## config.mk

```make
export PLATFORM = sky130hd
export DESIGN_NAME = sad_accum_flat
export DESIGN_NICKNAME = d
export VERILOG_FILES = /design/src/rtl/sad_accum_pkg.sv /design/src/rtl/sad_accum_if.sv /design/src/rtl/sad_accum_abs_diff_n.sv /design/src/rtl/sad_accum.sv /design/src/flat_wrapper.sv
export SDC_FILE = /design/constraint.sdc
export NUM_CORES = 1
export LEC_CHECK = 0
export CAP_MARGIN = 5
export CORE_MARGIN = 4
export CORE_UTILIZATION = 55
export DETAILED_ROUTE_END_ITERATION = 8
export PLACE_DENSITY = 0.83
export REMOVE_ABC_BUFFERS = 1
export SYNTH_ARGS = -nofsm -noshare
export SYNTH_HDL_FRONTEND = slang
export SYNTH_SLANG_ARGS = --single-unit
```

## constraint.sdc

```tcl
create_clock -name clk -period 4.6 [get_ports clk]
set_clock_uncertainty 0.05 [all_clocks]
set_input_delay 0.69 -clock clk [delete_from_list [all_inputs] [get_ports clk]]
set_output_delay 0.69 -clock clk [all_outputs]
set_load 0.005 [all_outputs]
```

## src/rtl/sad_accum_pkg.sv

```systemverilog
// Shared types and width helpers for the streaming SAD unit.
package sad_accum_pkg;

  // RUN: taking samples; HOLD: a block result is waiting for the consumer.
  typedef enum logic {
    RUN  = 1'b0,
    HOLD = 1'b1
  } sad_state_e;

  // The widest possible sum is len * (2^n - 1), which always fits in n + clog2(len) bits.
  function automatic int acc_width(input int n, input int len);
    return n + $clog2(len);
  endfunction

  function automatic int cnt_width(input int len);
    return $clog2(len);
  endfunction

endpackage

```

## src/rtl/sad_accum_if.sv

```systemverilog
// Sample intake and block-result handshake bundle for sad_accum.
interface sad_accum_if
  import sad_accum_pkg::*;
#(
  parameter int N   = 4,
  parameter int LEN = 8
);
  localparam int ACC_W = acc_width(N, LEN);
  localparam int CNT_W = cnt_width(LEN);

  logic             in_valid;
  logic             in_ready;
  logic [N-1:0]     a_in;
  logic [N-1:0]     b_in;
  logic             out_valid;
  logic             out_ready;
  logic [ACC_W-1:0] sad_out;
  logic [CNT_W-1:0] cnt_out;

  modport master (
    output in_valid, a_in, b_in, out_ready,
    input  in_ready, out_valid, sad_out, cnt_out
  );

  modport slave (
    input  in_valid, a_in, b_in, out_ready,
    output in_ready, out_valid, sad_out, cnt_out
  );

endinterface

```

## src/rtl/sad_accum_abs_diff_n.sv

```systemverilog
// Combinational |a-b| returned as an N-bit unsigned magnitude.
// Compares as signed or unsigned per SIGNED, then subtracts smaller from larger.
module abs_diff_n #(
  parameter int N      = 4,
  parameter bit SIGNED = 1'b0
) (
  input  logic [N-1:0] a,
  input  logic [N-1:0] b,
  output logic [N-1:0] diff
);

  logic         a_lt_b;
  logic [N-1:0] larger;
  logic [N-1:0] smaller;

  always_comb begin
    if (SIGNED) begin
      a_lt_b = $signed(a) < $signed(b);
    end else begin
      a_lt_b = a < b;
    end
  end

  assign larger  = a_lt_b ? b : a;
  assign smaller = a_lt_b ? a : b;

  // Modulo-2^N subtraction is exact here: the true difference is at most 2^N-1 in either mode.
  assign diff = larger + ~smaller + N'(1);

endmodule

```

## src/rtl/sad_accum.sv

```systemverilog
// Streaming SAD over LEN accepted (a,b) pairs; result is registered one edge after the last pair's stage-1 edge.
// Intake stalls for one bubble after each block's last sample and while a result is unconsumed.
module sad_accum
  import sad_accum_pkg::*;
#(
  parameter int N      = 4,
  parameter int LEN    = 8,
  parameter bit SIGNED = 1'b0
) (
  input  logic        clk,
  input  logic        rst,
  sad_accum_if.slave  bus
);

  localparam int ACC_W = acc_width(N, LEN);
  localparam int CNT_W = cnt_width(LEN);
  localparam logic [CNT_W-1:0] CNT_LAST = CNT_W'(LEN - 1);

  sad_state_e       state_q;
  sad_state_e       state_d;
  logic [N-1:0]     d_abs;
  logic [N-1:0]     d1;
  logic             v1;
  logic             last1;
  logic [CNT_W-1:0] cnt;
  logic [ACC_W-1:0] acc;
  logic [ACC_W-1:0] sad_q;
  logic             accept;
  logic             block_done;

  abs_diff_n #(
    .N      (N),
    .SIGNED (SIGNED)
  ) u_abs (
    .a    (bus.a_in),
    .b    (bus.b_in),
    .diff (d_abs)
  );

  assign block_done   = v1 && last1;
  assign bus.in_ready = (state_q == RUN) && !block_done;
  assign accept       = bus.in_valid && bus.in_ready;

  // Stage 1: register the magnitude and tag the block's final sample.
  always_ff @(posedge clk) begin
    if (rst) begin
      d1    <= '0;
      v1    <= 1'b0;
      last1 <= 1'b0;
    end else begin
      v1    <= accept;
      last1 <= accept && (cnt == CNT_LAST);
      if (accept) begin
        d1 <= d_abs;
      end
    end
  end

  always_ff @(posedge clk) begin
    if (rst) begin
      cnt <= '0;
    end else if (accept) begin
      cnt <= (cnt == CNT_LAST) ? '0 : cnt + CNT_W'(1);
    end
  end

  // Stage 2: the last sample folds straight into the result so acc restarts clean.
  always_ff @(posedge clk) begin
    if (rst) begin
      acc   <= '0;
      sad_q <= '0;
    end else if (v1) begin
      if (last1) begin
        sad_q <= acc + ACC_W'(d1);
        acc   <= '0;
      end else begin
        acc   <= acc + ACC_W'(d1);
      end
    end
  end

  always_ff @(posedge clk) begin
    if (rst) begin
      state_q <= RUN;
    end else begin
      state_q <= state_d;
    end
  end

  always_comb begin
    state_d = state_q;
    case (state_q)
      RUN:     if (block_done)    state_d = HOLD;
      HOLD:    if (bus.out_ready) state_d = RUN;
      default: state_d = RUN;
    endcase
  end

  assign bus.out_valid = (state_q == HOLD);
  assign bus.sad_out   = sad_q;
  assign bus.cnt_out   = cnt;

endmodule

```

## src/flat_wrapper.sv

```systemverilog
// flat-port wrapper written by rule: the top's interface ports become plain ports
module sad_accum_flat import sad_accum_pkg::*;
#(
  parameter int N      = 4,
  parameter int LEN    = 8,
  parameter bit SIGNED = 1'b0
)
  (clk, rst, bus_in_valid, bus_a_in, bus_b_in, bus_out_ready, bus_in_ready, bus_out_valid, bus_sad_out, bus_cnt_out);
  sad_accum_if #(.N(N), .LEN(LEN)) bus_i ();
  input  logic clk;
  input  logic rst;
  input wire logic [$bits(bus_i.in_valid)-1:0] bus_in_valid;
  input wire logic [$bits(bus_i.a_in)-1:0] bus_a_in;
  input wire logic [$bits(bus_i.b_in)-1:0] bus_b_in;
  input wire logic [$bits(bus_i.out_ready)-1:0] bus_out_ready;
  output wire logic [$bits(bus_i.in_ready)-1:0] bus_in_ready;
  output wire logic [$bits(bus_i.out_valid)-1:0] bus_out_valid;
  output wire logic [$bits(bus_i.sad_out)-1:0] bus_sad_out;
  output wire logic [$bits(bus_i.cnt_out)-1:0] bus_cnt_out;
  assign bus_i.in_valid = bus_in_valid;
  assign bus_i.a_in = bus_a_in;
  assign bus_i.b_in = bus_b_in;
  assign bus_i.out_ready = bus_out_ready;
  assign bus_in_ready = bus_i.in_ready;
  assign bus_out_valid = bus_i.out_valid;
  assign bus_sad_out = bus_i.sad_out;
  assign bus_cnt_out = bus_i.cnt_out;
  sad_accum #(.N(N), .LEN(LEN), .SIGNED(SIGNED)) u_core (.clk(clk), .rst(rst), .bus(bus_i));
endmodule
```

Word level (Yosys, flattened, before mapping)
Index checks and enable logic that the tools add are counted.
W data, S select, Z words.
{ "classes": {"addsub": 4, "magnitude_cmp": 1, "n_eq_ne": 1, "muxes": 7, "bitwise_logic": 2, "n_reduce_logical": 6} }
{ "op_table": {"columns": ["op", "n"], "rows": [
  ["$mux W4", 2],
  ["$add A7 B4 Y7", 1],
  ["$mux W7", 1],
  ["$add A4 B1 Y4 const B", 1],
  ["$add A4 B4 Y4", 1],
  ["$logic_and A1 B1 Y1", 4],
  ["$lt A4 B4 Y1", 1],
  ["$not A4 Y4", 1],
  ["$add A3 B1 Y3 const B", 1],
  ["$eq A3 B3 Y1 const B", 1],
  ["$mux W3", 1],
  ["$mux W1", 2],
  ["$pmux W1 S2", 1],
  ["$reduce_and A2 Y1", 1],
  ["$logic_not A1 Y1", 1],
  ["$not A1 Y1", 1]
]} }
{ "totals": {"reg_bits": 24, "wordCells": 28} }

Longest topological paths before layout
{ "depth": {"depth_word": 5, "mapped_depth": 10, "ltp_nobuf": 10} }

Hierarchy
A second synthesis with hierarchy kept.
{ "hier_totals": {"cells_unflattened": 161, "area_unflattened_um2": 1405.1} }
{ "by_module_without_submodules": {"columns": ["module", "instances", "cells_each", "area_each_um2"], "rows": [
  ["sad_accum", 1, 133, 1194.9],
  ["abs_diff_n", 1, 28, 210.2]
]} }

Worst setup path before layout
Ideal clock, no wire load.
{ "synth_path": {"path_type": "input to register", "start": "in bus_b_in[1]", "end": "reg u_core.d1[2]", "setup_ps": 62, "arrival_ps": 2295, "required_time_ps": 4488, "slack_ps": 2193, "path_stages": 10, "path_buffers": 0, "cell_sequence": "inv_1 ha_1 nor2b_2 o211ai_2 nand2_1 mux2i_1 ha_1 nor3_1 or4_1 nand3_1"} }
{ "synth_via": {"elab_chain_cells": 5} }
{ "synth_lines": {"columns": ["element", "line", "text"], "rows": [
  ["start: declaration", "flat_wrapper.sv:14", "input wire logic [$bits(bus_i.b_in)-1:0] bus_b_in;"],
  ["$lt A4 B4 Y1", "sad_accum_abs_diff_n.sv:20", "a_lt_b = a < b;"],
  ["$mux W4", "sad_accum_abs_diff_n.sv:25", "assign smaller = a_lt_b ? a : b;"],
  ["$not A4 Y4", "sad_accum_abs_diff_n.sv:28", "assign diff = larger + ~smaller + N'(1);"],
  ["$add A4 B4 Y4 *", "sad_accum_abs_diff_n.sv:28", null],
  ["$add A4 B1 Y4 *", "sad_accum_abs_diff_n.sv:28", null],
  ["end signal: assignment", "sad_accum.sv:54", "d1 <= d_abs;"],
  ["end: declaration", "sad_accum.sv:22", "logic [N-1:0] d1;"]
]} }
Every way passes the cells marked *; elsewhere a longest branch is shown, timed or not.
A chain may end at the register's enable or synchronous reset.

Final worst setup path
Same ends and word-level chain as after synthesis.

==> flow_summary.toml <==
[setup_path]
worstPathArrival_ns = 3.00
path_cells = "clkdlybuf4s50_1 > inv_1 > ha_1 > nor2b_2 > o211ai_2 > nand2_1 > mux2i_1 > ha_1 > nor3_1 > or4_1 > nand3_1"
worstReg2RegStart = "u_core.acc[0]"
required_ns = 4.81
crit_path_top_delay_cell = "clkdlybuf4s50_1"
slowest_delay_ns = 0.48
worst_setup_path_end_kind = "register"
start_kind = "primary input"
startpoint = "bus_b_in[1]"
crit_fanout = 4
crit_type = "in2reg"
crit_top_cell = "ha_1"

[global_route]
grt_pass1_vias = 1134
grt_overflow_total = 0
grt_util_all_layers_pct = 17.40
grt_max_degree = 26
grt_pass1_wl_um = 4547
antenna_found_initial = 0

[detailed_routing]
via_per_inst = 5.553
first_pass_iters = 4
post_drt_wl_per_cell_um = 12.76
drt_iter0_drc = 31
ant_nets = 0
drcViolationCount = 0
finalWirelength_um = 2629
routed-via-count = 1144

[floorplan]
die_x_um = 56.92
row_count = 17
dieArea_sq_um = 3240
ios = 24
initial_core_util_pct = 58.38
die_h_um = 56.92
coreArea_sq_um = 2255

[logic_synthesis]
async_flop_share_pct = 0
ys_seq_area_share_pct = 36.50
ys_ff_latch = 24
synth_area_sq_um = 1316
synth_warnings = 0
syn_inst = 157
avgSynthCellArea_sq_um = 8.384
synth-main-ff-cell = "dfxtp_1"
synth_edf_count = 0
synth_cell_types = 39

[timing]
final.period_utilization_pct = 60.65
finalHoldViolations = 0
rsz0062_at_grt = "false"
slew_headroom_pct = 43.36
slew_violations = 0
period_needed_ns = 2.790
fin_tns_setup_ns = 0
worst_pin_slew_ns = 0.8470
fmaxAchievable_mhz = 358.5
setup_viol = 0

[min_path]
hold_path.class = "reg2reg"
min_from = "u_core.bus.sad_out[4]"

[clocking]
cts_tree = "built"
htreeDepth = 1
cts_resized = 0
insertion_delay_ns = 0.31
post_cts_buffers = 0
cts.sinks = 24
ctsLongestPathBuffers = 2
cts.clk_slew.worst_paths_ns = 0.12
ctsHoldBuffers = 0
cts-root-buf = "clkbuf_4"
cts_made_buffers = 3

[layout]
num_antenna_cells = 0
layout-drive-gt1-share_pct = 5.056
finalInstanceArea_sq_um = 1584
syn2layout_area_growth_pct = 20.34
mostFrequentLayoutCells = "24 x dfxtp_1, 23 x clkdlybuf4s50_1, 22 x nand2_1, 16 x a21oi_1, 16 x nor2_1"
final_common_cell = "dfxtp_1"
layout.nets = 204

[run]
cap_violations = 0

[placement]
gp_congestion = 0.8972
hpwl_um = 2090
dpl_cell_area_sq_um = 1562
numPortBuffers = 23

[pwr]
p_per_area_nw_per_um2 = 241.2
peakVddDrop_uv = 261.3
leakage_nw = 0.6355

[run_status]
status = "completed"
-- report_power, final --
part	switching, W	leakage (nW)	total (W)	internal [W]
Combinational	0.0000359	0.427	0.0000720	0.0000361
Sequential	0.00000637	0.195	0.000221	0.000215
Clock	0.0000579	0.0138	0.0000886	0.0000306
-- per-stage QoR --
step / instances / total power, W / worst slack (ns) / hold slack, ns / utilization (%)
final: 206 / 0.0003820 / 1.810 / 0.4124 / 70.26
after global routing: 206 / 0.0004015 / 1.677 / 0.4253 / 70.26
after CTS: 206 / 0.0003865 / 1.824 / 0.4152 / 70.26
after detailed placement: 203 / 0.0002980 / 1.485 / 0.3976 / 69.26
after global placement: 203 / 0.0002935 / 1.646 / 0.3902 / 69.26
after floorplan: 152 / 0.0002701 / 2.193 / 0.3922 / -
-- layer usage --
| layer | part of all wire (%) | track usage [%] | wire length (um) |
|---|---|---|---|
| met1 | 42 | 19.33 | 1098 |
| met2 | 53 | 31.65 | 1389 |
| met3 | 4.5 | 4.138 | 119 |
| met4 | 0.84 | 6.623 | 22 |
| met5 | 0 | 0 | 0 |
-- logic make-up (layout without fill, tap and decap cells) --
logic type      Yosys count  count (layout)  synth area share (%)
simple gates             65              65                 25.19
buf+inv                  14              35                 4.087
fa+ha+maj                12              12                 11.98
xor+xnor                  5               5                 3.328
mux                       4               4                 3.137
compound gates           33              33                 15.78
flops                    24              24                 36.50
-- flip-flops by register name, summed over array words and instances (netlist names) --
signal	count
u_core.acc	7
u_core.bus.sad_out	7
u_core.d1	4
u_core.bus.cnt_out	3
u_core.bus.out_valid	1
u_core.last1	1
u_core.v1	1
-- cell type report --
cell class / instances / area [sq um]
Clock buffer: 3 / 22.52
Fill cell: 193 / 670.6
Inverter: 9 / 33.78
Multi-Input combinational cell: 119 / 782.0
Sequential cell: 24 / 480.5
Tap cell: 28 / 35.03
Timing Repair Buffer: 23 / 230.2
-- worst max-delay path: cells and delay by family --
| family | cells | cell delay, ns |
|---|---|---|
| multiplexers | 1 | 0.20 |
| AND/OR/NAND/NOR | 5 | 0.84 |
| AO/OA/AOI/OAI | 1 | 0.20 |
| adder cells (fa/ha/maj) | 2 | 0.51 |
| buffers and inverters | 2 | 0.54 |
-- synthesized netlist by cell type (2+ instances only) --
cell type  instances  area (sq um)
nor3_1             3         15.01
xnor2_1            3         26.28
nand2b_1           3         18.77
a21oi_1           16         80.08
nand2_1           22         82.58
nor2b_1            7         43.79
mux2i_1            3         30.03
xor2_1             2         17.52
nor2_1            16         60.06
a211oi_1           4         30.03
dfxtp_1           24         480.5
o21ai_1            3         15.01
nand3_1            2         10.01
ha_1              11         137.6
nand3b_1           2         15.01
clkbuf_1           4         15.01
inv_1              9         33.78
and2_1             2         12.51
-- worst paths after layout --
check	to	slack [ns]	cells past startpoint
min reg2reg	u_core.bus.sad_out[4]	0.41	2
min	u_core.bus.sad_out[4]	0.41	2
max reg2reg	u_core.acc[6]	2.59	9
max	u_core.d1[2]	1.81	11
Power figures use the tool's default switching activity.
==> RTL change, RTL diff (same flow settings) <==
`LEN` is set to 8 in 3 places; all go to 16.
--- a/src/rtl/sad_accum_if.sv
+++ b/src/rtl/sad_accum_if.sv
@@ -3,7 +3,7 @@
   import sad_accum_pkg::*;
 #(
   parameter int N   = 4,
-  parameter int LEN = 8
+  parameter int LEN = 16
 );
   localparam int ACC_W = acc_width(N, LEN);
   localparam int CNT_W = cnt_width(LEN);
--- a/src/rtl/sad_accum.sv
+++ b/src/rtl/sad_accum.sv
@@ -4,7 +4,7 @@
   import sad_accum_pkg::*;
 #(
   parameter int N      = 4,
-  parameter int LEN    = 8,
+  parameter int LEN    = 16,
   parameter bit SIGNED = 1'b0
 ) (
   input  logic        clk,
--- a/src/flat_wrapper.sv
+++ b/src/flat_wrapper.sv
@@ -2,7 +2,7 @@
 module sad_accum_flat import sad_accum_pkg::*;
 #(
   parameter int N      = 4,
-  parameter int LEN    = 8,
+  parameter int LEN    = 16,
   parameter bit SIGNED = 1'b0
 )
   (clk, rst, bus_in_valid, bus_a_in, bus_b_in, bus_out_ready, bus_in_ready, bus_out_valid, bus_sad_out, bus_cnt_out);
Interface: changed (resized bus_cnt_out and bus_sad_out); port bits go from 24 to 26. No check against the original RTL was run, so the function may have changed too.
==> RTL change against the original RTL <==
Global-route usage up 1.8 points. Die area is 9.8% higher. Combinational power up 6.3%. Sequential power grew 12%. Routed wire length rose by 19%. Sequential cell count grew 3. Synthesized area is 12% higher. Synthesized cell count increased by 13%. Final area up 11%. Total power is 11% higher. Sequential share of layout area increased by 0.50 points. Setup slack got worse by 0.027 ns. Critical path type unchanged. Largest power group unchanged.
==> RTL change: results (changes against the original RTL) <==
stage	metric	value	unit	change
worst_hold_path	hold_path.startpoint	u_core.d1[2]$_SDFFE_PP0P_		
global_routing	grt_max_degree	28		+7.7%
logic_synthesis	netlist_top_cells_area	dfxtp_1 37%, ha_1 8.5%, nand2_1 6.4%		
logic_synthesis	synth-xor-area-share	4.18	%	+0.85 points
logic_synthesis	synth_fa_ha_area_share	9.89	%	-2.1 points
placed_design	gp_congestion	0.849		-5.4%
detailed_routing	wl_met1	1.23	mm	+12%
logic_synthesis	ys_seq_area_share	36.8	%	+0.33 points
logic_synthesis	synth_mux_area_share	2.81	%	-0.32 points
global_routing	gr-usage-met1	20.4	%	+1.0 points
pwr	leakage	0.684	nW	+7.7%
worst_hold_path	holdPathEnd	u_core.d1[2]$_SDFFE_PP0P_		
setup_path	rr_startpoint	u_core.d1[0]$_SDFFE_PP0P_		
clock_network	cts_buffers	3		unchanged
setup_path	reg2reg_setup_slack	2.55	ns	-0.04 ns
detailed_routing	route.vias.total	1294		+13%
detailed_routing	routed_wl	3.13	mm	+19%
global_routing	grt_pass1_vias	1360		+20%
clock_network	postCtsSetupRepairBufs	0		unchanged
placed_design	port_buffers	25		+8.7%
status	outcome	complete, no violations		
setup_path	worst_setup_path_start_kind	primary input		
pwr	peakVddDrop	0.275	mV	+5.2%
clock_network	h-tree-depth	1		unchanged
global_routing	antenna_found_initial	0		unchanged
pwr	sw_frac_of_total	26.2	%	about the same
global_routing	grt_pass1_wl	5.33	mm	+17%
global_routing	grtUsageMet3	4.75	%	+0.61 points
placed_design	place_hpwl	2.46	mm	+18%
finish	final_nets	223		+9.3%
timing	maxSlewHeadroom	37.1	%	-6.2 points
detailed_routing	drt_iter0_markers	45		+45%
finish	drive_gt1_share	5.03	%	-0.031 points
global_routing	met2_usage	36.1	%	+4.5 points
setup_path	slowest_delay	0.48	ns	about the same
clock_network	ctsRootBufferMaster	clkbuf_4		
global_routing	grtUsageTotal	19.2	%	+1.8 points
detailed_routing	met3_length	161	um	+35%
logic_synthesis	synth_compound_area_share	15.9	%	+0.16 points
logic_synthesis	synth.distinct_cells	43		+10%
setup_path	arrival	2.94	ns	-0.06 ns
detailed_routing	route.met2.wl	1.71	mm	+23%
logic_synthesis	synth.top_cells.by_count	27 x dfxtp_1, 25 x nand2_1, 20 x nor2_1		
logic_synthesis	yosysWarningCount	0		unchanged
finish	fillers	215		+11%
-- RTL change: stage by stage --
stage	worst slack (ns)	cells	hold WS, ns	total power [mW]	instance area [sq um]
after floorplan	2.26	170	0.380	0.299	1440
after global placement	1.65	225	0.391	0.323	1730
after detailed placement	1.47	225	0.401	0.328	1730
after CTS	1.80	229	0.421	0.425	1750
after global routing	1.67	229	0.446	0.445	1750
final	1.78	229	0.418	0.423	1750
-- RTL change: power by group through the flow --
stage	Sequential, mW	Clock [mW]	Combinational (mW)
after floorplan	0.251	0	0.0484
after global placement	0.252	0	0.0711
after detailed placement	0.253	0	0.0757
after CTS	0.248	0.101	0.0763
after global routing	0.249	0.112	0.0847
final	0.248	0.0991	0.0765
-- RTL change: final cells by class --
type	count	share of cell area, %
Multi-Input combinational cell	133	49.1
Sequential cell	27	30.8
Timing Repair Buffer	25	14.3
Inverter	10	2.14
Tap cell	30	2.14
Clock buffer	4	1.50
